`src/rtl/ring_osc_dco.sv`:
```
// Counter-based emulation of the ADPLL ring-oscillator DCO: 50% duty square wave on clk_o.
// Optional RING_OSC_SYNC_EN adds 2-flop synchronisers on enable_i and freq_sel_i.
module ring_osc_dco #(
    parameter int CTRL_WIDTH = 5,
    parameter int MIN_HALF   = 1
) (
    input  logic                  clk_i,
    input  logic                  rst_n_i,
    input  logic                  enable_i,
    input  logic [CTRL_WIDTH-1:0] freq_sel_i,
    output logic                  clk_o
);
    localparam int N     = 2 ** CTRL_WIDTH;
    localparam int CNT_W = $clog2(MIN_HALF + N);

    typedef enum logic [1:0] {
        IDLE = 2'd0,
        RUN  = 2'd1,
        STOP = 2'd2
    } state_t;

    state_t                state;
    logic [CNT_W-1:0]      cnt;
    logic [CTRL_WIDTH-1:0] act_code;
    logic                  en;
    logic [CTRL_WIDTH-1:0] sel;
    logic [CNT_W-1:0]      last_cnt;
    logic                  phase_end;

`ifdef RING_OSC_SYNC_EN
    logic [1:0]            en_sync;
    logic [CTRL_WIDTH-1:0] sel_meta;
    logic [CTRL_WIDTH-1:0] sel_sync;

    always_ff @(posedge clk_i or negedge rst_n_i) begin
        if (!rst_n_i) begin
            en_sync  <= '0;
            sel_meta <= '0;
            sel_sync <= '0;
        end else begin
            en_sync  <= {en_sync[0], enable_i};
            sel_meta <= freq_sel_i;
            sel_sync <= sel_meta;
        end
    end

    assign en  = en_sync[1];
    assign sel = sel_sync;
`else
    assign en  = enable_i;
    assign sel = freq_sel_i;
`endif

    // Terminal count is H-1 = (MIN_HALF-1) + (N-1-code).
    assign last_cnt  = CNT_W'(MIN_HALF - 1 + N - 1) - CNT_W'(act_code);
    assign phase_end = (cnt == last_cnt);

    always_ff @(posedge clk_i or negedge rst_n_i) begin
        if (!rst_n_i) begin
            state    <= IDLE;
            cnt      <= '0;
            act_code <= '0;
            clk_o    <= 1'b0;
        end else begin
            case (state)
                IDLE: begin
                    clk_o <= 1'b0;
                    cnt   <= '0;
                    if (en) begin
                        act_code <= sel;
                        state    <= RUN;
                    end
                end
                RUN: begin
                    if (en) begin
                        if (phase_end) begin
                            clk_o    <= ~clk_o;
                            cnt      <= '0;
                            act_code <= sel;
                        end else begin
                            cnt <= cnt + 1'b1;
                        end
                    end else if (!clk_o) begin
                        cnt   <= '0;
                        state <= IDLE;
                    end else if (phase_end) begin
                        // Disable landed on the last cycle of the high phase.
                        clk_o <= 1'b0;
                        cnt   <= '0;
                        state <= IDLE;
                    end else begin
                        cnt   <= cnt + 1'b1;
                        state <= STOP;
                    end
                end
                STOP: begin
                    if (en) begin
                        state <= RUN;
                    end else if (phase_end) begin
                        clk_o <= 1'b0;
                        cnt   <= '0;
                        state <= IDLE;
                    end else begin
                        cnt <= cnt + 1'b1;
                    end
                end
                default: begin
                    state <= IDLE;
                    cnt   <= '0;
                    clk_o <= 1'b0;
                end
            endcase
        end
    end
endmodule

```
`config.mk`:
```
export PLATFORM = sky130hd
export DESIGN_NAME = ring_osc_dco
export DESIGN_NICKNAME = d
export VERILOG_FILES = /design/src/rtl/ring_osc_dco.sv
export SDC_FILE = /design/constraint.sdc
export NUM_CORES = 1
export LEC_CHECK = 0
export ABC_AREA = 1
export BUFFER_PORTS_ARGS = -buffer_cell sky130_fd_sc_hd__buf_4
export CAP_MARGIN = 25
export CORE_ASPECT_RATIO = 0.5
export CORE_UTILIZATION = 30
export CTS_BUF_LIST = sky130_fd_sc_hd__clkbuf_4
export DETAILED_ROUTE_END_ITERATION = 10
export HOLD_SLACK_MARGIN = 0.05
export SLEW_MARGIN = 15
export SYNTH_ARGS = -nofsm -noshare
export SYNTH_HDL_FRONTEND = slang
export SYNTH_SLANG_ARGS = --single-unit
```
`constraint.sdc`:
```
create_clock -name clk_i -period 2.2 [get_ports clk_i]
set_clock_uncertainty 0.05 [all_clocks]
set_input_delay 0.33 -clock clk_i [delete_from_list [all_inputs] [get_ports clk_i]]
set_output_delay 0.33 -clock clk_i [all_outputs]
set_load 0.03 [all_outputs]
```
==> results of run 1 <==
area by class of cell:
| cell class | count | share of cell area (%) |
|---|---|---|
| Clock buffer | 3 | 2.128 |
| Tap cell | 37 | 4.374 |
| Inverter | 17 | 6.028 |
| Timing Repair Buffer | 9 | 6.619 |
| Multi-Input combinational cell | 91 | 47.75 |
| Sequential cell | 14 | 33.10 |
layer usage:
metal / track usage, % / vias up
li1: - / 412
met1: 16.64 / 347
met2: 22.86 / 9
met3: 4.000 / 2
met4: 4.018 / 0
met5: 0 / -
power breakdown:
part	leakage, nW	internal, mW	switching [mW]
combinational	0.361	0.222	0.379
clock	0.0138	0.0634	0.0810
sequential	0.184	0.338	0.0713
worst min-delay path, stage by stage:
cell and delay [ns]:
buf_4 0.08, nand3_1 0.06, nand2_1 0.06
final timing paths:
kind,startpoint,end,slack (ns),cells after the start
worst max-delay path,state[1],cnt[2],0.63,9
worst min-delay path,freq_sel_i[0],act_code[0],0.23,3
worst max register to register,state[1],cnt[2],0.63,9
worst min register to register,act_code[2],act_code[2],0.45,2
max in group asynchronous,rst_n_i,act_code[3],1.53,2
min in group asynchronous,rst_n_i,cnt[5],0.39,2
what timing repair did:
item / in CTS / in global routing
hold buffers: 1 / 0
setup buffers: 0 / 0
hold endpoints to repair: 14 / 0
setup endpoints to repair: 0 / 0
flip-flops by register name, summed over array words and instances (netlist names):
register / count
cnt: 6
state: 2
clk_o: 1
act_code: 5
through the flow:
step,utilization (%),cells,setup slack (ns),hold slack [ns]
after CTS,38.51,171,0.6433,0.2203
after global routing,38.51,171,0.4780,0.2117
after floorplan,-,122,0.7968,-0.01559
after detailed placement,37.32,167,0.6667,0.1432
after global placement,37.32,167,0.6670,0.1436
final,38.51,171,0.6329,0.2270
logic make-up (layout without fill, tap and decap cells):
logic type / count (synthesis) / count (layout)
simple gates: 74 / 74
buf+inv: 17 / 29
flops: 14 / 14
compound gates: 11 / 11
fa+ha+maj: 5 / 5
xor+xnor: 1 / 1
synthesized netlist by cell type, types with 2 or more instances:
cell type,number,area (um^2)
nand2_4,3,33.78
nand2_2,4,25.02
inv_1,13,48.80
nor2_2,3,18.77
nand2_1,43,161.4
o21ai_0,2,10.01
o21ai_1,3,15.01
clkinv_1,2,7.510
nand3_1,10,50.05
dfrtp_1,14,350.3
nor2_1,5,18.77
nor2_4,2,22.52
inv_2,2,7.510
and3_1,2,12.51
a21oi_1,3,15.01
ha_1,5,62.56
==> out/qor.csv, run 1 <==
metric,value,unit
synth_edf_count,0,
critPathArrivalTime,1.69,ns
synth_top_family_by_area,simple AND/OR/NAND/NOR gates,
drt_pass1_iterations,4,
cts_resized,0,
yosys.area_share.simple,40.27,%
max-vdd-ir-drop,468.4,uV
cts.path.max_buffers,2,
post-route-drc-count,0,
final_common_cell,nand2_1,
grt_antenna_before_repair,0,
coreArea,2749,um^2
critPathRequiredTime,2.32,ns
dr_wl_met3,48,um
grt_pass1_vias,677,
synth_xor_area_share,0.9524,%
drive_gt1_share,20.15,%
overflow,0,
syn_area,919.6,um^2
final_hold_viol_count,0,
drt_iter0_drc,21,
rows,13,
cts_buffers,3,
finalWirelength,1778,um
muxShareOfSynthArea,0,%
grt_max_degree,15,
dpl_cell_area,1026,um^2
viasPerCell,4.503,
grt_pass1_wl,3091,um
crit_family,simple AND/OR/NAND/NOR gates,
crit_path_start_kind,register,
hold_class,in -> reg,
critPathKind,reg -> reg,
grt_usage,13.27,%
drt-met1-wl,953,um
synth_compound_area_share,6.939,%
min_period,1.567,ns
cts.sinks,14,
p_total,1.154,mW
setup_viol,0,
synth_cells,122,
slowest_stage,dfrtp_1,
ys.flop_type,dfrtp_1,
fp.dieW,80.30,um
area_growth,15.10,%
cts_tree,yes,
nets,149,
multiInputGateArea,505.5,um^2
syn_area_per_cell,7.538,um^2
fin_crit_sh,71.23,%
synthesis.nets,135,
drv_cap,0,
io_buffers,8,
top_layer_used,met4,
yosysSeqAreaShare,38.10,%
critPathMaxFanout,5,
synth_adder_area_share,6.803,%
max_clock_freq,638.1,MHz
num_vias,770,
slew_viol_final,0,
wl_met2,760,um
power_density,1090,nW/um^2
async_flop_share,100.0,%
clk_pin_slew,0.09,ns
timing.critical_path.buf_inv,2,
diodes,0,
crit_top_cell,nand2_1,
path_cells,inv_1 > ha_1 > o21ai_1 > nand2_1 > nand2_1 > clkinv_1 > nand2_4 > nand2_2 > and3_1,
crit_path_end_kind,register,
fillerInstances,275,
status,finished clean,
dp_hpwl,1381,um
num_io_pins,9,
p_leak,0.5590,nW
start_util,33.45,%
ys_warn_count,0,
wl_per_cell,10.40,um
slew_headroom,78.98,%
tns,0,ns
cts_max_level,1,
rsz0062_at_grt,no,
fp.dieH,41.15,um
fin_area,1059,um^2
ant_nets,0,
final_cell_mix,"nand2_1 (43), dfrtp_1 (14), inv_1 (13), nand3_1 (10), buf_4 (8)",
cts_root_buffer,clkbuf_4,
clk_latency,0.28,ns
cpPeakStageDelay,0.40,ns
synth_cell_types,22,
die-area,3304,um^2
regArea,350.3,um^2
gp_congestion,0.8451,
worst_pin_slew,0.3150,ns
synth_seq_cells,14,
No activity file was read; power rests on OpenSTA's default activity.
==> run 2: changes to the inputs <==
clock period = 1.4 ns   (was 2.2 ns; I/O delays follow)
==> run 2 against run 1 <==
Against the previous run: the flow now finishes with violations (setup timing); flip-flop and latch count unchanged; count of clock-buffer cells in the layout unchanged; non-clock buffer count increased by 16; sequential power increased by 65%; global-route usage increased by 0.27 points; first-iteration DRC count increased by 24%; via count increased by 8.1%; register-to-register slack got worse by 0.64 ns; power increased by 91%; core utilization increased by 7.8 points; critical path type unchanged.
==> out/qor.csv, run 2 (same netlist as run 1, synthesis figures left out) <==
metric,value,unit
status,"finished, violations left",
violations,setup timing,
num_vias,832,
grt_max_degree,15,
overflow,0,
cts.sinks,14,
slew_viol_final,0,
seqPwrFrac,30.4,%
viasPerCell,4.449,
grt_antenna_before_repair,0,
io_buffers,8,
ant_nets,0,
drv_cap,0,
grt_usage,13.54,%
pwr-share-clk,10.1,%
coreArea,2749,um^2
top_layer_used,met4,
drt_iter0_drc,26,
critPathKind,reg -> reg,
final_common_cell,nand2_1,
critPathArrivalTime,1.52,ns
utilization,46.34,%
diodes,0,
setup_viol,1,
drive_gt1_share,42.00,%
fp.dieH,41.15,um
finalWorstSetupSlack,-0.005409,ns
critPathRequiredTime,1.52,ns
dp_hpwl,1461,um
rows,13,
start_util,33.45,%
power_density,1734,nW/um^2
gp_congestion,0.7574,
wl_per_cell,11.40,um
grt_pass1_vias,687,
clk_pin_slew,0.08,ns
hold_class,in -> reg,
cts.path.max_buffers,2,
final_cell_count_no_fill,187,
p_sw_share,44.19,%
drt-met1-wl,1056,um
cts_root_buffer,clkbuf_4,
max_clock_freq,711.5,MHz
post-route-drc-count,0,
final_cell_mix,"nand2_1 (40), buf_4 (23), dfrtp_1 (13), inv_1 (10), nand3_1 (8)",
max-vdd-ir-drop,865.2,uV
dp_cells,175,
internal_power,1.233,mW
dr_wl_met3,48,um
largest-register,cnt,
largest_register_ff_count,6,
largestRegisters,"cnt (6), act_code (5), state (2)",
area_growth,38.50,%
final_hold_viol_count,0,
worst_pin_slew,0.2164,ns
drt_pass1_iterations,4,
fp.dieW,80.30,um
fin_crit_sh,100.4,%
p_leak,0.6506,nW
die-area,3304,um^2
cts_tree,yes,
slew_headroom,85.57,%
finalWirelength,2132,um
p_total,2.209,mW
grt_pass1_wl,3125,um
crit_path_start_kind,register,
cts_max_level,1,
num_io_pins,9,
clk_latency,0.28,ns
nets,165,
net-switching-power,0.9763,mW
crit_path_end_kind,register,
cts_buffers,3,
combPwrFrac,59.5,%
min_period,1.405,ns
rsz0062_at_grt,yes,
critPathMaxFanout,6,
wl_met2,1000,um
## run 2: timing repair
action / CTS / global route
hold buffers: 1 / 0
gates resized for setup: 3 / 23
pin swaps: 0 / 12
endpoints found under the setup margin: 9 / 14
buffers inserted: 0 / 8
hold endpoints to repair: 14 / 0
## run 2: per-layer routing
metal	global-route usage, %	vias to the layer above
met1	17.85	379
met2	21.37	10
li1	-	439
met4	5.357	0
met3	4.000	4
met5	0	-
## run 2: path summary, 6_finish.rpt
| kind | start | endpoint | slack [ns] | depth (start not counted) |
|---|---|---|---|---|
| worst max-delay path | state[0] | cnt[4] | -0.005 | 7 |
| worst min-delay path | freq_sel_i[4] | act_code[4] | 0.11 | 3 |
| worst max register to register | state[0] | cnt[4] | -0.005 | 7 |
| worst min register to register | act_code[0] | act_code[0] | 0.47 | 2 |
| max in group asynchronous | rst_n_i | cnt[1] | 0.85 | 2 |
| min in group asynchronous | rst_n_i | cnt[5] | 0.26 | 2 |
## run 2: area by class of cell
class                      instances  area, um^2
tap                               37       46.29
fill                             270        1475
sequential                        14       351.6
clock buffer                       3       22.52
inverter                          17       67.56
timing repair buffer              25       193.9
multi-input combinational         91       591.8
## run 2: stage by stage
step / setup TNS, ns / hold slack (ns) / instance area [um^2] / setup slack (ns)
finish: -0.005409 / 0.1104 / 1274 / -0.005409
global route: -0.5896 / 0.1176 / 1274 / -0.07425
CTS: 0 / 0.09735 / 1132 / 0.005656
detailed placement: -0.02503 / 0.02397 / 1089 / -0.01447
global placement: -0.009251 / 0.02311 / 1089 / -0.009251
floorplan: 0 / -0.1356 / 922.1 / 0.01099
## run 2: critical path, stage by stage (launching register included)
cell     delay [ns]
dfrtp_1        0.43
inv_2          0.08
ha_4           0.18
nand2_4        0.11
nand3_2        0.09
nor2_2         0.12
xor2_1         0.19
a21oi_2        0.04
## run 2: power groups by stage
stage | clock network [mW] | registers, mW | logic (mW)
final | 0.223 | 0.673 | 1.31
after detailed placement | 0 | 0.652 | 1.07
after global placement | 0 | 0.648 | 1.05
after floorplan | 0 | 0.644 | 0.753
after global routing | 0.256 | 0.686 | 1.47
after CTS | 0.237 | 0.647 | 1.09
